`config.mk`:
```
export PLATFORM = sky130hd
export DESIGN_NAME = mem_bist_master
export DESIGN_NICKNAME = d
export VERILOG_FILES = /design/src/rtl/mem_bist_pkg.sv /design/src/rtl/mem_bist_pattern_gen.sv /design/src/rtl/mem_bist_master.sv
export SDC_FILE = /design/constraint.sdc
export NUM_CORES = 1
export LEC_CHECK = 0
export ABC_CLOCK_PERIOD_IN_PS = 3950
export CELL_PAD_IN_SITES_DETAIL_PLACEMENT = 1
export CELL_PAD_IN_SITES_GLOBAL_PLACEMENT = 2
export CORE_MARGIN = 10
export CORE_UTILIZATION = 29
export DETAILED_ROUTE_END_ITERATION = 7
export GPL_TIMING_DRIVEN = 1
export PLACE_DENSITY_LB_ADDON = 0.1
export SYNTH_ARGS = -nofsm -noshare
export SYNTH_HDL_FRONTEND = slang
export SYNTH_SLANG_ARGS = --single-unit
```
`constraint.sdc`:
```
create_clock -name clk_i -period 3.95 [get_ports clk_i]
set_input_delay 0.9875 -clock clk_i [delete_from_list [all_inputs] [get_ports clk_i]]
set_output_delay 0.9875 -clock clk_i [all_outputs]
set_load 0.05 [all_outputs]
```
`src/rtl/mem_bist_pkg.sv`:
```
// mem_bist_pkg: shared types, pattern-select codes and the data-pattern
// function for the memory BIST master.
//   bist_state_e  - run states of the master FSM
//   PAT_*         - pattern_sel_i encodings
//   bist_pattern  - expected data word for (addr, sel), truncated to width
package mem_bist_pkg;

    typedef enum logic [1:0] {
        ST_IDLE  = 2'd0,
        ST_WRITE = 2'd1,
        ST_READ  = 2'd2,
        ST_DONE  = 2'd3
    } bist_state_e;

    localparam logic [1:0] PAT_CHECKER = 2'd0;
    localparam logic [1:0] PAT_ADDR    = 2'd1;
    localparam logic [1:0] PAT_NADDR   = 2'd2;
    localparam logic [1:0] PAT_ONES    = 2'd3;

    // Widest data word the pattern function can produce.
    localparam int PAT_MAX_W = 64;

    // addr arrives zero-extended; the result is masked to 'width' bits so that
    // ~addr and all-ones come out correctly for any data width.
    function automatic logic [PAT_MAX_W-1:0] bist_pattern(
        input logic [PAT_MAX_W-1:0] addr,
        input logic [1:0]           sel,
        input int                   width
    );
        logic [PAT_MAX_W-1:0] mask;
        logic [PAT_MAX_W-1:0] res;
        if (width >= PAT_MAX_W) begin
            mask = '1;
        end else begin
            mask = (64'd1 << width) - 64'd1;
        end
        case (sel)
            PAT_CHECKER: res = addr[0] ? {32{2'b01}} : {32{2'b10}};
            PAT_ADDR:    res = addr;
            PAT_NADDR:   res = ~addr;
            default:     res = '1;
        endcase
        return res & mask;
    endfunction

endpackage

```
`src/rtl/mem_bist_pattern_gen.sv`:
```
// mem_bist_pattern_gen: combinational expected-data generator.
//   addr_i  - memory address
//   sel_i   - pattern select (PAT_*)
//   data_o  - pattern word for that address
module mem_bist_pattern_gen
    import mem_bist_pkg::*;
#(
    parameter int WIDTH      = 16,
    parameter int ADDR_WIDTH = 4
) (
    input  logic [ADDR_WIDTH-1:0] addr_i,
    input  logic [1:0]            sel_i,
    output logic [WIDTH-1:0]      data_o
);

    assign data_o = WIDTH'(bist_pattern(PAT_MAX_W'(addr_i), sel_i, WIDTH));

endmodule

```
`src/rtl/mem_bist_master.sv`:
```
// mem_bist_master: write-then-read-back BIST driving a valid/ready memory port.
// On start, writes the selected pattern to every address, reads them all back,
// and reports pass/fail, mismatch count and first failing address.
// Optional macro BIST_TIMEOUT_EN: abort a run if one request stalls for
// TIMEOUT_CYCLES cycles (timeout_o = 1, pass_o = 0).
// Ports:
//   clk_i, rst_i (sync, active-low)
//   start_i, pattern_sel_i                       - run control
//   busy_o, done_o, pass_o, err_count_o,
//   fail_addr_o, timeout_o                       - status / results
//   addr_o, wdata_o, wr_rd_o, valid_o            - memory request
//   rdata_i, ready_i                             - memory response
//
// state | meaning
// IDLE  | waiting for start after reset
// WRITE | writing pattern(addr) to addr 0..DEPTH-1
// READ  | reading addr 0..DEPTH-1 and comparing
// DONE  | results valid and held until next start
module mem_bist_master
    import mem_bist_pkg::*;
#(
    parameter int WIDTH          = 16,
    parameter int DEPTH          = 16,
    parameter int ADDR_WIDTH     = 4,
    parameter int TIMEOUT_CYCLES = 64
) (
    input  logic                  clk_i,
    input  logic                  rst_i,
    input  logic                  start_i,
    input  logic [1:0]            pattern_sel_i,
    output logic                  busy_o,
    output logic                  done_o,
    output logic                  pass_o,
    output logic [ADDR_WIDTH:0]   err_count_o,
    output logic [ADDR_WIDTH-1:0] fail_addr_o,
    output logic                  timeout_o,
    output logic [ADDR_WIDTH-1:0] addr_o,
    output logic [WIDTH-1:0]      wdata_o,
    output logic                  wr_rd_o,
    output logic                  valid_o,
    input  logic [WIDTH-1:0]      rdata_i,
    input  logic                  ready_i
);

    if (ADDR_WIDTH != $clog2(DEPTH) || WIDTH > PAT_MAX_W || TIMEOUT_CYCLES < 1) begin : g_param_chk
        $error("mem_bist_master: illegal parameter combination");
    end

    localparam logic [ADDR_WIDTH-1:0] LAST_ADDR = ADDR_WIDTH'(DEPTH - 1);
    localparam logic [ADDR_WIDTH:0]   ERR_MAX   = (ADDR_WIDTH + 1)'(DEPTH);

    bist_state_e           state_q;
    logic [1:0]            pat_q;
    logic [ADDR_WIDTH-1:0] addr_q;
    logic [WIDTH-1:0]      wdata_q;
    logic                  wr_rd_q;
    logic                  valid_q;
    logic                  busy_q;
    logic                  done_q;
    logic                  pass_q;
    logic [ADDR_WIDTH:0]   err_q;
    logic [ADDR_WIDTH-1:0] fail_q;
    logic                  timeout_q;

    logic                  start_ok;
    logic                  xfer;
    logic                  last;
    logic                  mismatch;
    logic                  tmo_hit;
    logic [ADDR_WIDTH-1:0] addr_d;
    logic [1:0]            sel_d;
    logic [WIDTH-1:0]      wdata_d;
    logic [WIDTH-1:0]      exp_cur;
    logic [ADDR_WIDTH:0]   err_inc;

    assign start_ok = start_i && (state_q == ST_IDLE || state_q == ST_DONE);
    assign xfer     = valid_q && ready_i;
    assign last     = (addr_q == LAST_ADDR);
    assign mismatch = (rdata_i != exp_cur);
    assign err_inc  = (err_q == ERR_MAX) ? err_q : err_q + 1'b1;
    assign sel_d    = start_ok ? pattern_sel_i : pat_q;

    // Address of the request presented next cycle; write data is precomputed
    // from it so wdata_o is a clean register.
    always_comb begin
        addr_d = addr_q;
        if (start_ok) begin
            addr_d = '0;
        end else if (xfer) begin
            if (!last) begin
                addr_d = addr_q + 1'b1;
            end else if (state_q == ST_WRITE) begin
                addr_d = '0;
            end
        end
    end

    mem_bist_pattern_gen #(.WIDTH(WIDTH), .ADDR_WIDTH(ADDR_WIDTH)) u_gen_next (
        .addr_i (addr_d),
        .sel_i  (sel_d),
        .data_o (wdata_d)
    );

    mem_bist_pattern_gen #(.WIDTH(WIDTH), .ADDR_WIDTH(ADDR_WIDTH)) u_gen_cmp (
        .addr_i (addr_q),
        .sel_i  (pat_q),
        .data_o (exp_cur)
    );

`ifdef BIST_TIMEOUT_EN
    localparam int TW = $clog2(TIMEOUT_CYCLES + 1);
    logic [TW-1:0] tcnt_q;

    always_ff @(posedge clk_i) begin
        if (!rst_i) begin
            tcnt_q <= '0;
        end else if (start_ok || xfer) begin
            tcnt_q <= '0;
        end else if (valid_q && !ready_i) begin
            tcnt_q <= tcnt_q + 1'b1;
        end
    end

    // Fires on the stall cycle that brings the count to TIMEOUT_CYCLES.
    assign tmo_hit = valid_q && !ready_i && (tcnt_q == TW'(TIMEOUT_CYCLES - 1));
`else
    assign tmo_hit = 1'b0;
`endif

    always_ff @(posedge clk_i) begin
        if (!rst_i) begin
            state_q   <= ST_IDLE;
            pat_q     <= '0;
            addr_q    <= '0;
            wdata_q   <= '0;
            wr_rd_q   <= 1'b0;
            valid_q   <= 1'b0;
            busy_q    <= 1'b0;
            done_q    <= 1'b0;
            pass_q    <= 1'b0;
            err_q     <= '0;
            fail_q    <= '0;
            timeout_q <= 1'b0;
        end else begin
            case (state_q)
                ST_IDLE, ST_DONE: begin
                    if (start_i) begin
                        state_q   <= ST_WRITE;
                        pat_q     <= pattern_sel_i;
                        addr_q    <= addr_d;
                        wdata_q   <= wdata_d;
                        wr_rd_q   <= 1'b1;
                        valid_q   <= 1'b1;
                        busy_q    <= 1'b1;
                        done_q    <= 1'b0;
                        pass_q    <= 1'b0;
                        err_q     <= '0;
                        fail_q    <= '0;
                        timeout_q <= 1'b0;
                    end
                end
                ST_WRITE, ST_READ: begin
                    if (xfer) begin
                        addr_q  <= addr_d;
                        wdata_q <= wdata_d;
                        if (state_q == ST_WRITE) begin
                            if (last) begin
                                state_q <= ST_READ;
                                wr_rd_q <= 1'b0;
                            end
                        end else begin
                            if (mismatch) begin
                                err_q <= err_inc;
                                if (err_q == '0) begin
                                    fail_q <= addr_q;
                                end
                            end
                            if (last) begin
                                state_q <= ST_DONE;
                                valid_q <= 1'b0;
                                busy_q  <= 1'b0;
                                done_q  <= 1'b1;
                                // Final compare is folded in here since err_q
                                // has not yet absorbed it.
                                pass_q  <= !mismatch && (err_q == '0);
                            end
                        end
                    end else if (tmo_hit) begin
                        state_q   <= ST_DONE;
                        valid_q   <= 1'b0;
                        busy_q    <= 1'b0;
                        done_q    <= 1'b1;
                        pass_q    <= 1'b0;
                        timeout_q <= 1'b1;
                    end
                end
                default: state_q <= ST_IDLE;
            endcase
        end
    end

    assign busy_o      = busy_q;
    assign done_o      = done_q;
    assign pass_o      = pass_q;
    assign err_count_o = err_q;
    assign fail_addr_o = fail_q;
    assign timeout_o   = timeout_q;
    assign addr_o      = addr_q;
    assign wdata_o     = wdata_q;
    assign wr_rd_o     = wr_rd_q;
    assign valid_o     = valid_q;

endmodule

```
# After elaboration in Yosys (flattened, before gate mapping)
# Cells that the tools add are included.
# op_classes
mux	51
add_sub_neg	2
eq_ne	18
reduce_logical	19
bitwise	3
# op_table
op	count
$pmux 16 s3	2
$mux 16	4
$mux 4	11
$not 4->16	2
$pmux 16 s2	1
$mux 5	5
$ne 16x16->1	1
$ne 2x2->1 const B	8
$pmux 4 s2	2
$mux 1	14
$mux 2	6
$pmux 5 s2	1
$reduce_and 5->1	2
$eq 2x2->1 const B	4
$pmux 1 s2	4
$reduce_and 4->1	2
$eq 2x1->1 const B	3
$logic_not 2->1	3
$reduce_and 2->1	3
$add 5x1->5 const B	1
$eq 5x5->1 const B	1
$logic_not 5->1	1
$add 4x1->4 const B	1
$eq 4x4->1 const B	1
7 further kinds	10
# word_totals
reg_bits	38
output_inout_bits	35
in_bits	22
wordCells	104

# Depth between registers and ports, before layout
# depth
depth_word	9
ltp_mapped	11

# Hierarchy
# From an unflattened synthesis, not the netlist that was laid out.
# hier_totals
cells_unflattened	279
hier_area_um2	2277.2
# modules_own_cells
mod	cells_per_inst	area_per_inst_um2	n_inst
mem_bist_master	231	1939.4	1
mem_bist_pattern_gen	24	168.9	2

# Worst setup path before layout
# Ideal clock, no wire load.
# synth_timing
kind	input port to flip-flop
from	input port rdata_i[4]
to	register fail_q[0], in the netlist fail_addr_o[0]
n_path_buf	1
path_slack_ns	1.383
arrival_time_ns	2.445
required_ns	3.828
setup_ns	0.122
path_stages	8
path_cell_list	or4_4 nor4_1 o21ai_1 nand3_2 a31oi_4 buf_6 a31oi_1 o22ai_1
# synth_between
elab_chain_cells	3
# synth_lines
element	line	text
start, declared	mem_bist_master.sv:41	input logic [WIDTH-1:0] rdata_i,
$ne 16x16->1	mem_bist_master.sv:79	assign mismatch = (rdata_i != exp_cur);
$ne 2x2->1 (no line)	-	
$reduce_and 5->1 (no line)	-	
end signal, assigned	mem_bist_master.sv:175	fail_q <= addr_q;
end, declared	mem_bist_master.sv:62	logic [ADDR_WIDTH-1:0] fail_q;
# No other way between the ends.
# A chain may end at the register's enable or synchronous reset.

# Worst setup path after layout
# layout_timing
from	register addr_q[0], in the netlist addr_o[0]
to	output port addr_o[0]
# layout_lines
element	line	text
start, declared	mem_bist_master.sv:54	logic [ADDR_WIDTH-1:0] addr_q;
start signal, assigned	mem_bist_master.sv:150	addr_q <= addr_d;
start signal, assigned	mem_bist_master.sv:164	addr_q <= addr_d;
end, declared	mem_bist_master.sv:37	output logic [ADDR_WIDTH-1:0] addr_o,
# No word-level cell between the ends.

==> metrics <==
status complete, no violations; Reg power frac 39.6%; fraction of layout cells with a size suffix above 1 ~7.2%; drt wl/cell between 15 and 20 um; worst clock skew about 0.0027 ns; total routed wirelength 5.86 mm; placed inst area between 2000 and 2500 um2; Initial Utilization 30.2%; initial antenna violation count 0; Peak VDD IR 0.111 mV; clock-pin slew on the worst setup and hold paths 0.10 ns; internal reg-to-reg setup slack between 1 and 1.5 ns; layout net count roughly 300; DRC 0; Finished Cell Area between 2000 and 2500 um2; Period Utilization, post-route 74.3%; Final Hold Fails 0; vias between 1,500 and 2,000; CTS root buffer clkbuf_8; pwr dens roughly 320 nW/um2; Post-synth ARST share 0%; Post-CTS Setup Repair Bufs 0; Setup crit start addr_o[0]; crit start category flip-flop; Worst Setup EP addr_o[0]; PostCTS Resize Cnt 0; Gate power share 39.7%; most numerous cell in the Yosys netlist nand2_1; reg-to-reg startpoint state_q[0]; CP cell instances clkdlybuf4s50_1; Sw Pwr 0.000312 W; pins over their slew limit 0; Post-synth EDFFs 0; Clock Sinks 27; Post-synth top cells 31 x nand2_1, 27 x dfxtp_1, 15 x nor2_1; critical path depth in cells 1; Synth Area per Inst approximately 8.0 um2; DP HPWL around 4.5 mm; Clock Latency Late Sink ~0.27 ns; Detailed Routing Iterations Pass 1 4; htree depth 1; ys flop type dfxtp_1; minimum clock period 2.93 ns; Iter 0 DRT Violations 82; #FFs+latches synth 27; Setup Total Neg Slack 0 ns; die extent in x between 100 and 150 um; core area 6420 um2; Sw Share between 30% and 40%; syn_nets between 200 and 300; delay-heaviest family, CP buffers and inverters; grt total ovfl 0; final RePlAce weighted congestion 0.765; Yosys warning count 0; kind of critical path flip-flop to output port; FP Rows 29; vias in the first global route roughly 1,900; max incr delay on CP approximately 0.93 ns; All-Layer GR Usage 11.3%; Hold Path Class flip-flop to flip-flop; vias per inst about 5.2; setup violators final 0; Worst slew margin a little under three fifths; pin count of the biggest net entering global routing 32; Synth top area share roughly 28%; cell internal pwr between 0.0004 and 0.0005 W; RR Endpoint wdata_o[1]; Clock power frac about a fifth; Worst Path Buf+Inv 1; hold-fix buffers at CTS 0; Post-Syn Area slightly below 2000 um2; Mapped Cells approximately 240; clk buf depth 2; first-pass GRT wire length ~9.6 mm; top post-synthesis cells by area dfxtp_1 28%, nand2_1 6.0%, mux2i_1 4.7%, buf_4 4.7%, ha_1 3.9%; Ports 57; register area share after synthesis ~28%; Die ar. approximately 10,000 um2; number of max-cap violations 0; worst reg-to-reg path cell count 8; critical-path maximum fanout 16; TritonCTS clock tree built; Least-Margin Pin Slew between 0.6 and 0.7 ns; most area-hungry cell type in the Yosys netlist dfxtp_1; synth unique cells 54; f_max around 340 MHz; Setup crit end kind output port; Critical Path RT 2.96 ns; CTS Buf Count 3; area delta synth->final 26.9%; Critical Path AT around 2.0 ns; number of antenna diodes 0; P_leak between 0.8 and 0.9 nW; Die Ht about 100 um; Critical-path top delay cell clkdlybuf4s50_1; RSZ-0062 raised after global routing false; antenna-violating nets left 0; port bufs 55
==> per-stage QoR <==
stage / power [W] / utilization [%] / instances / hold slack, ns / setup WS [ns]
2_1_floorplan: 0.000546 / - / 242 / 0.584 / 1.38
5_1_grt: 0.000834 / 38.3 / 354 / 0.504 / 0.897
6_report: 0.000781 / 38.3 / 354 / 0.468 / 1.02
3_5_place_dp: 0.000631 / 37.6 / 350 / 0.461 / 0.777
3_3_place_gp: 0.000629 / 37.6 / 350 / 0.447 / 0.822
4_1_cts: 0.000799 / 38.3 / 354 / 0.475 / 0.983
==> sequential cells by signal, summed over array words and instances (netlist names) <==
| name | count |
|---|---|
| wdata_o | 6 |
| err_count_o | 5 |
| addr_o | 4 |
| fail_addr_o | 4 |
| pat_q | 2 |
| state_q | 2 |
| busy_o | 1 |
| done_o | 1 |
| pass_o | 1 |
| wr_rd_o | 1 |
==> power by group through the flow <==
| stage | Sequential [W] | Clock [W] | Combinational (W) |
|---|---|---|---|
| 2_1_floorplan | 0.000348 | 0 | 0.000198 |
| 3_3_place_gp | 0.000316 | 0 | 0.000313 |
| 3_5_place_dp | 0.000317 | 0 | 0.000314 |
| 4_1_cts | 0.000310 | 0.000173 | 0.000315 |
| 5_1_grt | 0.000313 | 0.000185 | 0.000336 |
| 6_report | 0.000310 | 0.000161 | 0.000310 |
==> layer usage <==
layer	vias up	part of all wire, %	track usage, %
met3	2	5.9	3.40
li1	921	-	-
met2	32	46	18.8
met1	882	48	14.3
met4	0	0.43	1.65
met5	-	0	0
==> area by class of cell <==
type / count / area (um2)
clock inverter: 1 / 5.00
tap: 77 / 96.3
inverter: 8 / 30.0
fill: 779 / 3960
multi-input combinational: 181 / 1180
timing repair buffer: 57 / 566
clock buffer: 3 / 41.3
sequential: 27 / 541
==> placed cells by master (no fill, tap or decap), types with 7 or more instances in the layout <==
cell type        synthesis  layout
clkdlybuf4s50_1          0      55
nand2_1                 31      31
dfxtp_1                 27      27
nor2_1                  15      15
a21oi_1                 12      12
o21ai_0                 12      12
mux2i_1                  9       9
a31oi_1                  9       9
inv_1                    8       8
a21boi_0                 8       8
and2_1                   7       7
==> logic make-up (layout without fill, tap and decap cells) <==
| family | count (synthesis) | after routing | share of synthesized area, % |
|---|---|---|---|
| buffers and inverters | 34 | 69 | 11.2 |
| adder cells (fa/ha/maj) | 6 | 6 | 3.88 |
| other | 1 | 1 | 0.194 |
| flip-flops | 27 | 27 | 27.9 |
| AO/OA/AOI/OAI | 64 | 64 | 22.7 |
| XOR/XNOR | 3 | 3 | 1.36 |
| multiplexers | 10 | 10 | 5.23 |
| AND/OR/NAND/NOR | 97 | 97 | 27.5 |
==> how the worst min path moves through the flow <==
| stage | from | to | slack (ns) | cells past startpoint |
|---|---|---|---|---|
| after global routing | wdata_o[0] | wdata_o[0] | 0.50 | 2 |
| after floorplan | state_q[0] | state_q[0] | 0.58 | 3 |
| final | wdata_o[0] | wdata_o[0] | 0.47 | 2 |
| after global placement | wdata_o[0] | wdata_o[0] | 0.45 | 2 |
| after detailed placement | wdata_o[0] | wdata_o[0] | 0.46 | 2 |
| after CTS | wdata_o[0] | wdata_o[0] | 0.47 | 2 |
No activity file was read; power rests on OpenSTA's default activity.
